**src/rtl/booth_mul_seq.sv**
```systemverilog
// Sequential radix-2 Booth signed multiplier: one W+1-bit adder/subtractor stepped W times per operand pair.
// Optional build macro BOOTH_SAT_EN: saturate the W-bit result on overflow instead of wrapping.

module AddSub #(
    parameter int N = 17
) (
    input  logic [N-1:0] a,
    input  logic [N-1:0] b,
    input  logic         c0,
    output logic [N-1:0] sum,
    output logic         ovf
);
    logic [N-1:0] w_b;

    // c0 both inverts b and supplies the +1, giving a - b when set
    assign w_b = c0 ? ~b : b;
    assign sum = a + w_b + {{(N-1){1'b0}}, c0};
    assign ovf = (a[N-1] == w_b[N-1]) && (sum[N-1] != a[N-1]);
endmodule

module booth_mul_seq #(
    parameter int W = 16
) (
    input  logic             clk,
    input  logic             rst,
    input  logic             start,
    input  logic [W-1:0]     a,
    input  logic [W-1:0]     b,
    output logic             busy,
    output logic             done,
    output logic [2*W-1:0]   product,
    output logic [W-1:0]     result,
    output logic             ovf
);
    localparam int CW = $clog2(W + 1);

    typedef enum logic [1:0] {
        S_IDLE,
        S_RUN,
        S_DONE
    } state_t;

    state_t           r_state;
    logic [W:0]       r_acc;
    logic [W:0]       r_m;
    logic [W-1:0]     r_q;
    logic             r_q1;
    logic [CW-1:0]    r_count;
    logic             r_busy;
    logic             r_done;
    logic             r_ovf;
    logic [2*W-1:0]   r_product;
    logic [W-1:0]     r_result;

    logic             w_sub;
    logic             w_op;
    logic [W:0]       w_sum;
    logic             w_add_ovf;
    logic             w_unused;
    logic [W:0]       w_acc_sel;
    logic [W:0]       w_acc_sh;
    logic [W-1:0]     w_q_sh;
    logic [2*W-1:0]   w_prod;
    logic             w_ovf;
    logic [W-1:0]     w_res;

    // Booth pair {Q0,q_1}: 10 subtracts M, 01 adds M, 00/11 keep ACC
    assign w_sub = r_q[0] & ~r_q1;
    assign w_op  = r_q[0] ^ r_q1;

    AddSub #(.N(W + 1)) u_addsub (
        .a   (r_acc),
        .b   (r_m),
        .c0  (w_sub),
        .sum (w_sum),
        .ovf (w_add_ovf)
    );

    // The extra guard bit keeps the accumulator in range, so the adder flag never matters
    assign w_unused  = w_add_ovf;

    assign w_acc_sel = w_op ? w_sum : r_acc;
    assign w_acc_sh  = {w_acc_sel[W], w_acc_sel[W:1]};
    assign w_q_sh    = {w_acc_sel[0], r_q[W-1:1]};
    assign w_prod    = {w_acc_sh[W-1:0], w_q_sh};
    assign w_ovf     = ~((&w_prod[2*W-1:W-1]) | ~(|w_prod[2*W-1:W-1]));

`ifdef BOOTH_SAT_EN
    assign w_res = !w_ovf        ? w_prod[W-1:0] :
                   w_prod[2*W-1] ? {1'b1, {(W-1){1'b0}}} :
                                   {1'b0, {(W-1){1'b1}}};
`else
    assign w_res = w_prod[W-1:0];
`endif

    always_ff @(posedge clk) begin
        if (rst) begin
            r_state   <= S_IDLE;
            r_acc     <= '0;
            r_m       <= '0;
            r_q       <= '0;
            r_q1      <= 1'b0;
            r_count   <= '0;
            r_busy    <= 1'b0;
            r_done    <= 1'b0;
            r_ovf     <= 1'b0;
            r_product <= '0;
            r_result  <= '0;
        end else begin
            case (r_state)
                S_IDLE: begin
                    if (start) begin
                        r_state <= S_RUN;
                        r_m     <= {a[W-1], a};
                        r_acc   <= '0;
                        r_q     <= b;
                        r_q1    <= 1'b0;
                        r_count <= CW'(W);
                        r_busy  <= 1'b1;
                    end
                end
                S_RUN: begin
                    r_acc   <= w_acc_sh;
                    r_q     <= w_q_sh;
                    r_q1    <= r_q[0];
                    r_count <= r_count - 1'b1;
                    if (r_count == CW'(1)) begin
                        r_state   <= S_DONE;
                        r_done    <= 1'b1;
                        r_product <= w_prod;
                        r_result  <= w_res;
                        r_ovf     <= w_ovf;
                    end
                end
                S_DONE: begin
                    r_state <= S_IDLE;
                    r_done  <= 1'b0;
                    r_busy  <= 1'b0;
                end
                default: begin
                    r_state <= S_IDLE;
                    r_done  <= 1'b0;
                    r_busy  <= 1'b0;
                end
            endcase
        end
    end

    assign busy    = r_busy;
    assign done    = r_done;
    assign product = r_product;
    assign result  = r_result;
    assign ovf     = r_ovf;
endmodule

```
**config.mk**
```make
export PLATFORM = sky130hd
export DESIGN_NAME = booth_mul_seq
export DESIGN_NICKNAME = d
export VERILOG_FILES = /design/src/rtl/booth_mul_seq.sv
export SDC_FILE = /design/constraint.sdc
export NUM_CORES = 1
export LEC_CHECK = 0
export CELL_PAD_IN_SITES_DETAIL_PLACEMENT = 1
export CELL_PAD_IN_SITES_GLOBAL_PLACEMENT = 1
export CORE_MARGIN = 2
export CORE_UTILIZATION = 30
export DETAILED_ROUTE_END_ITERATION = 8
export HOLD_SLACK_MARGIN = 0.15
export PLACE_DENSITY = 0.62
export SLEW_MARGIN = 20
export SYNTH_ARGS = -nofsm -noshare
export SYNTH_HDL_FRONTEND = slang
export SYNTH_SLANG_ARGS = --single-unit
```
**constraint.sdc**
```tcl
create_clock -name clk -period 12.91 [get_ports clk]
set_clock_uncertainty 0.05 [all_clocks]
set_input_delay 2.582 -clock clk [delete_from_list [all_inputs] [get_ports clk]]
set_output_delay 2.582 -clock clk [all_outputs]
set_load 0.01 [all_outputs]
```
==> flow_summary.toml, run 1 <==
[synthesis]
synthTopCellsByArea = "dfxtp_1, nand2_1, a21oi_1"
yosys.area.top_type = "dfxtp_1"
synth_cells = 608
yosysSeqAreaShare_pct = 38.2
async_flop_share_pct = 0
synth_edf_count = 0
netlist.area_leader.share_pct = 38.2
synth_most_common_cell = "nand2_1"
synth.cell_area_um2 = 4770
ys_warn_count = 0
synth-seq-cells = 91
ys.flop_type = "dfxtp_1"
synthTopCellsByCount = "nand2_1, dfxtp_1, a21oi_1"
synth_cell_types = 58
mappedNetlistNets = 664
syn_avg_cell_area_um2 = 7.85

[clock_network]
clock-root-buffer = "clkbuf_16"
clkSinkCount = 91
clock_latency_ns = 0.35
clock_path_buffers = 2
cts_setup_buffers = 0
cts_resized = 0
cts_buffers = 9
hold_buffers = 0
clk_pin_slew_ns = 0.07
cts_tree = "built"
h-tree-depth = 3

[timing]
fin_setup_tns_ns = 0
fmax_mhz = 229
hold_ws_ns = 0.414
hold_viol = 0
rsz0062_at_grt = "no"
fin_crit_ns = 4.37
worstMarginPinSlew_ns = 1.01
relSlewSlack_pct = 32.7
final-max-slew-violation-count = 0
finalCritPeriodShare_pct = 33.8
setup_viol = 0

[worst_setup_path]
worstPathRequired_ns = 13.09
r2r_cells = 11
worst_ep_arrival_time_ns = 4.55
r2r_setup_slack_ns = 8.54
cp_slowest_cell = "ha_1"
worstSetupPathType = "register to register"
r2r-end = "ovf"
path_max_fanout = 16
cp-start-kind = "register"
crit_chain = "ha_1, xor2_1, ha_1, a21oi_1, o22ai_1, o31a_1, o31a_1, or4b_1, or4_1, nor4_1, nor3_1"
crit_start = "r_q[0]"
cp-endpoint = "ovf"
timing.rr.start = "r_q[0]"
critPathMaxStageDelay_ns = 0.74
end_kind = "register"

[global_route]
gr-total-overflow = 0
antenna_found_initial = 0
grt_pass1_vias = 4585
grt_pass1_wl_mm = 23.9
grtUsageTotal_pct = 18.1
grt_max_degree = 90

[floorplan]
num_rows = 46
ioPinCount = 86
start_util_pct = 30.4
die_area_um2 = 16900
core_area_um2 = 15700
die_width_um = 130
fp.dieH_um = 130

[hold_path]
hp-class = "register to register"
hold_depth = 2

[final_layout]
drive_above_1_share_pct = 4.73
area_growth_pct = 24.9
final_nets = 708
n_antenna_cell = 0

[placement]
dp_hpwl_mm = 10.7
io_buffer_count = 85
gp_congestion = 0.859

[outcome]
outcome = "complete, no violations"

[pwr]
p_leak_nw = 2.20
max-vdd-ir-drop_mv = 0.0595
power_density_nw_per_um2 = 116

[routing]
wl_per_cell_um = 17.1
drt_wl_total_mm = 14.9
drcViolationCount = 0
drt_iter0_drc = 247
vias = 4576
via_per_inst = 5.25
ant_nets = 0
dr.pass1.iters = 4

[job]
maxCapViolCount = 0
where the power goes:
part / switching, W / internal (W) / total [W]
Combinational: 0.0000759 / 0.0000468 / 0.000123
Sequential: 0.0000104 / 0.000293 / 0.000304
Clock: 0.000114 / 0.000150 / 0.000264
Total: 0.000201 / 0.000490 / 0.000690
cell usage in the layout, fill, tap and decap left out, drive strengths merged, types with 14 or more instances in the layout:
master and n:
a211oi 18, clkdlybuf4s50 84, dfxtp 91, a22oi 16
nor2 62, xor2 16, a31oi 14, ha 20
a21oi 71, nand2 101
through the flow:
stage | power (W) | area, um^2 | setup WS, ns | util [%] | cells
after floorplan | 0.000387 | 4770 | 8.87 | - | 608
after global placement | 0.000428 | 5670 | 8.43 | 36.1 | 857
after detailed placement | 0.000433 | 5670 | 8.38 | 36.1 | 857
after CTS | 0.000698 | 5960 | 8.52 | 37.9 | 872
after global routing | 0.000725 | 5960 | 8.15 | 37.9 | 872
final | 0.000690 | 5960 | 8.54 | 37.9 | 872
sequential cells by signal, indices dropped and copies added (netlist names):
register and flops:
r_acc 16, busy 1, done 1, product 32, r_q 16, ovf 1, r_state 2, r_count 5
r_m 16, r_q1 1
area by class of cell:
cell class | instances | area (um^2)
fill | 1900 | 9750
multi-input combinational | 448 | 2650
sequential | 91 | 1820
timing repair buffer | 92 | 898
tap | 216 | 270
clock buffer | 11 | 233
clock inverter | 4 | 51.3
inverter | 10 | 37.5
cell families after synthesis:
| kind of cell | after synthesis | synth area share [%] |
|---|---|---|
| AND/OR/NAND/NOR | 238 | 23.1 |
| AO/OA/AOI/OAI | 165 | 21.8 |
| flip-flops | 91 | 38.2 |
| buffers and inverters | 69 | 6.71 |
| adder cells (fa/ha/maj) | 21 | 5.66 |
| XOR/XNOR | 19 | 3.49 |
| multiplexers | 5 | 1.05 |
worst max-delay path: cells and delay by family, from the launching register on:
kind            cells  cell delay, ns
flops               1            0.37
simple gates        4            1.28
fa+ha+maj           2            1.15
xor+xnor            1            0.16
compound gates      4            1.23
routing by layer:
layer / part of all wire (%) / vias to the layer above / track usage [%]
li1: - / 2223 / -
met1: 47 / 2247 / 23.5
met2: 47 / 92 / 30.5
met3: 4.1 / 14 / 2.87
met4: 1.6 / 0 / 6.20
met5: 0 / - / 0
worst min-delay path by stage:
stage / from / end
finish: product[28] / product[28]
global placement: product[28] / product[28]
detailed placement: product[28] / product[28]
CTS: product[28] / product[28]
global route: product[10] / product[10]
floorplan: r_count[4] / r_count[4]
Note: power is estimated with default switching activity, not from simulation.
==> inputs of run 2 (changes only) <==
==> constraint.sdc (replaced) <==
create_clock -name clk -period 4.1 [get_ports clk]
set_clock_uncertainty 0.05 [all_clocks]
set_input_delay 0.82 -clock clk [delete_from_list [all_inputs] [get_ports clk]]
set_output_delay 0.82 -clock clk [all_outputs]
set_load 0.01 [all_outputs]
==> flow_summary.toml, run 2 (synthesis gave the netlist of run 1 again) <==
[floorplan]
fp.dieH_um = 130
core_area_um2 = 15700
ioPinCount = 86
die_area_um2 = 16900
die_width_um = 130
num_rows = 46
start_util_pct = 30.4

[pwr]
max-vdd-ir-drop_mv = 0.182
power_w = 0.00222
power_density_nw_per_um2 = 364
p_leak_nw = 2.29

[hold_path]
min_to = "product[28]"
hold_depth = 2
hp-class = "register to register"
worstHoldStart = "product[28]"

[final_layout]
fillers = 1884
final_common_cell = "nand2_1"
n_antenna_cell = 0
final_nets = 726
drive_above_1_share_pct = 7.41
final_cells = 891
largest_reg_flops = 32
final_cell_mix = "nand2_1, dfxtp_1, clkdlybuf4s50_1"
multiInputGateArea_um2 = 2650
area_growth_pct = 28.0
seqCellArea_um2 = 1820

[clock_network]
clock-root-buffer = "clkbuf_16"
clock_path_buffers = 2
hold_buffers = 0
cts_tree = "built"
clock_latency_ns = 0.35
clk_pin_slew_ns = 0.07
cts_buffers = 9
h-tree-depth = 3
cts_setup_buffers = 0
clkSinkCount = 91

[routing]
drcViolationCount = 0
ant_nets = 0
drt_iter0_drc = 249
wl_per_cell_um = 17.0
vias = 4647
dr.pass1.iters = 4
via_per_inst = 5.22
drt_wl_total_mm = 15.1

[timing]
rsz0062_at_grt = "no"
fmax_mhz = 264
fin_crit_ns = 3.78
final-max-slew-violation-count = 0
finalWorstSetupSlack_ns = 0.319
fin_setup_tns_ns = 0
worstMarginPinSlew_ns = 0.860
finalCritPeriodShare_pct = 92.2
hold_ws_ns = 0.413
hold_viol = 0
setup_viol = 0
relSlewSlack_pct = 42.7

[global_route]
grtUsageTotal_pct = 18.3
grt_max_degree = 46
antenna_found_initial = 0
grt_pass1_wl_mm = 24.2
gr-total-overflow = 0
grt_pass1_vias = 4568

[worst_setup_path]
cp_slowest_cell = "or4b_1"
r2r_cells = 12
path_max_fanout = 11
r2r_setup_slack_ns = 0.32
r2r-end = "ovf"
end_kind = "register"
cp-start-kind = "register"
worstPathRequired_ns = 4.28
critPathMaxStageDelay_ns = 0.52
worstSetupPathType = "register to register"
crit_chain = "ha_2, buf_4, xor2_1, ha_1, nand4_1, nor3_1, nor4_1, o31a_1, or4b_1, or4_1, nor4_1, nor3_1"
worst_ep_arrival_time_ns = 3.96
timing.rr.start = "r_q[0]"

[placement]
placed_cells = 875
io_buffer_count = 85
gp_congestion = 0.916
post-place-ws_ns = 0.180
dp_hpwl_mm = 11.2

[outcome]
outcome = "complete, no violations"

[job]
maxCapViolCount = 0
==> run 2: worst max-delay path: cells and delay by family, from the launching register on <==
| family | cells | cell delay (ns) |
|---|---|---|
| compound gates | 1 | 0.27 |
| xor+xnor | 1 | 0.07 |
| fa+ha+maj | 2 | 0.75 |
| buf+inv | 1 | 0.22 |
| flops | 1 | 0.36 |
| simple gates | 7 | 1.94 |
==> run 2: area by class of cell <==
cell class | instances | area share (%)
timing repair buffer | 110 | 16.9
sequential | 91 | 29.8
inverter | 10 | 0.614
tap | 216 | 4.42
clock inverter | 5 | 0.983
multi-input combinational | 448 | 43.3
clock buffer | 11 | 3.97
==> run 2: how the worst max path moves through the flow <==
stage / startpoint / end / slack, ns / depth (start not counted)
global placement: r_q1 / ovf / 0.22 / 13
CTS: r_q1 / ovf / 0.15 / 13
floorplan: r_q[0] / ovf / 0.06 / 13
global route: r_q1 / ovf / 0.003 / 13
finish: r_q[0] / ovf / 0.32 / 12
detailed placement: r_q[0] / ovf / 0.18 / 11
==> run 2: report_power, final <==
| group | total [W] | internal, W | switching (W) |
|---|---|---|---|
| sequential | 0.000956 | 0.000923 | 0.0000329 |
| combinational | 0.000412 | 0.000165 | 0.000247 |
| clock | 0.000856 | 0.000493 | 0.000364 |
| total | 0.00222 | 0.00158 | 0.000644 |
==> run 2: layer usage <==
layer,up-vias,track usage (%),part of all wire (%)
met4,0,5.76,2.0
met2,96,29.1,46
met5,-,0,0
met3,21,4.18,4.1
met1,2263,24.5,48
li1,2267,-,-
==> run 2: stage by stage <==
stage	cell area [um^2]	utilization [%]
after floorplan	4770	-
after global placement	5810	37.0
after detailed placement	5810	37.0
after CTS	6110	38.9
after global routing	6110	38.9
final	6110	38.9
==> run 2: timing repair <==
item | 4_1_cts | 5_1_grt
gates resized for setup | 0 | 1
setup endpoints to repair | 0 | 1
endpoints found under the hold margin | 0 | 0
==> inputs of run 3 (changes only) <==
--- a/config.mk
+++ b/config.mk
@@ -7,7 +7,6 @@
 export LEC_CHECK = 0
 export CELL_PAD_IN_SITES_DETAIL_PLACEMENT = 1
 export CELL_PAD_IN_SITES_GLOBAL_PLACEMENT = 1
-export CORE_MARGIN = 2
 export CORE_UTILIZATION = 30
 export DETAILED_ROUTE_END_ITERATION = 8
 export HOLD_SLACK_MARGIN = 0.15
==> flow_summary.toml, run 3 (synthesis gave the netlist of run 1 again) <==
[outcome]
outcome = "complete, no violations"

[pwr]
internal_power_w = 0.00152
share_comb_of_total_power_pct = 18.7
seqPwrFrac_pct = 43.9
power_density_nw_per_um2 = 357
switching_share_pct = 30.1
max-vdd-ir-drop_mv = 0.258
p_leak_nw = 2.29
clockPowerShare_pct = 37.4
netSwitchingPower_w = 0.000656

[routing]
drt_iter0_drc = 238
wl_per_cell_um = 17.0
via_per_inst = 5.18
ant_nets = 0
drt_wl_total_mm = 15.1
drcViolationCount = 0
dr.pass1.iters = 4
vias = 4594

[worst_setup_path]
crit_buf_inv = 2
worstSetupPathType = "register to register"
end_kind = "register"
crit_chain = "ha_1, buf_4, xor2_1, ha_1, a21oi_1, o22ai_1, buf_4, nor4_1, nor3_1, or4_1, and3_1, nor4_1, nor3_1"
critPathMaxStageDelay_ns = 0.55
worst_ep_arrival_time_ns = 4.04
worstPathRequired_ns = 4.28
cp_slowest_cell = "or4_1"
cp-start-kind = "register"
path_delay_family = "simple AND/OR/NAND/NOR gates"
r2r_setup_slack_ns = 0.25
path_max_fanout = 10

[final_layout]
seqCellArea_um2 = 1820
final_common_cell = "nand2_1"
final_cell_mix = "nand2_1, dfxtp_1, clkdlybuf4s50_1"
largest_reg_flops = 32
multiInputGateArea_um2 = 2640
fillers = 1855
final_nets = 727
area_growth_pct = 27.7
n_antenna_cell = 0
drive_above_1_share_pct = 7.54

[floorplan]
fp.dieH_um = 128
die_area_um2 = 16400
core_area_um2 = 15400
ioPinCount = 86
die_width_um = 128
num_rows = 45
start_util_pct = 31.1

[clock_network]
clkSinkCount = 91
clock_path_buffers = 2
cts_setup_buffers = 0
clk_pin_slew_ns = 0.07
h-tree-depth = 3
cts_tree = "built"
cts_buffers = 9
clock_latency_ns = 0.35
hold_buffers = 0
clock-root-buffer = "clkbuf_16"

[global_route]
gr-total-overflow = 0
gr-max-usage-layer = "met2"
met1_usage_pct = 24.6
grt_max_degree = 45
grt_pass1_wl_mm = 24.0
grt_pass1_vias = 4626
use_met2_pct = 32.2
antenna_found_initial = 0
grtUsageMet3_pct = 3.34
grtUsageTotal_pct = 18.8

[timing]
relSlewSlack_pct = 40.7
fin_setup_tns_ns = 0
fin_crit_ns = 3.85
setup_viol = 0
hold_viol = 0
final-max-slew-violation-count = 0
worstMarginPinSlew_ns = 0.887
fmax_mhz = 260
rsz0062_at_grt = "no"
finalWorstSetupSlack_ns = 0.249
finalCritPeriodShare_pct = 93.9

[placement]
post-place-ws_ns = 0.000147
io_buffer_count = 85
dp_hpwl_mm = 11.2
gp_congestion = 0.877

[hold_path]
hp-class = "register to register"

[job]
maxCapViolCount = 0
==> run 3: repair_timing <==
| item | 4_1_cts | 5_1_grt |
|---|---|---|
| setup endpoints to repair | 1 | 0 |
| hold endpoints to repair | 0 | 0 |
| resized for setup | 1 | 0 |
==> run 3: area by class of cell <==
| type | count | area share, % |
|---|---|---|
| inverters | 10 | 0.616 |
| flip-flops and latches | 91 | 29.9 |
| well taps | 211 | 4.33 |
| multi-input cells | 448 | 43.4 |
| repair buffers | 111 | 17.1 |
| clock inverters | 6 | 0.760 |
| clock buffers | 10 | 3.92 |
==> run 3: worst min-delay path: stages (launching register included) <==
cell	delay, ns
dfxtp_1	0.32
nand2_1	0.05
a21oi_1	0.05
==> run 3: power groups by stage <==
| stage | sequential [W] | clock [W] | combinational [W] |
|---|---|---|---|
| after floorplan | 0.000968 | 0 | 0.000249 |
| final | 0.000955 | 0.000815 | 0.000407 |
| after detailed placement | 0.000975 | 0 | 0.000408 |
| after CTS | 0.000955 | 0.000846 | 0.000411 |
| after global routing | 0.000959 | 0.000883 | 0.000450 |
| after global placement | 0.000973 | 0 | 0.000399 |
==> run 3: through the flow <==
stage / utilization, % / total power, W / area [um^2] / hold WS, ns / std cells
4_1_cts: 39.6 / 0.00221 / 6090 / 0.422 / 887
3_3_place_gp: 37.8 / 0.00137 / 5810 / 0.404 / 871
5_1_grt: 39.6 / 0.00229 / 6090 / 0.448 / 887
2_1_floorplan: - / 0.00122 / 4770 / 0.394 / 608
6_report: 39.6 / 0.00218 / 6090 / 0.417 / 887
3_5_place_dp: 37.8 / 0.00138 / 5810 / 0.412 / 871
==> run 3: layer usage <==
layer / wire, um / vias up
met1: 7250 / 2211
met4: 153 / 0
met3: 656 / 11
li1: - / 2286
met5: 0 / -
met2: 7020 / 86
==> run 3: final timing paths <==
check,depth (start not counted),start,end
hold reg to reg,2,product[5],product[5]
setup reg to reg,13,r_q[0],ovf
setup / recovery,13,r_q[0],ovf
hold / removal,2,product[5],product[5]
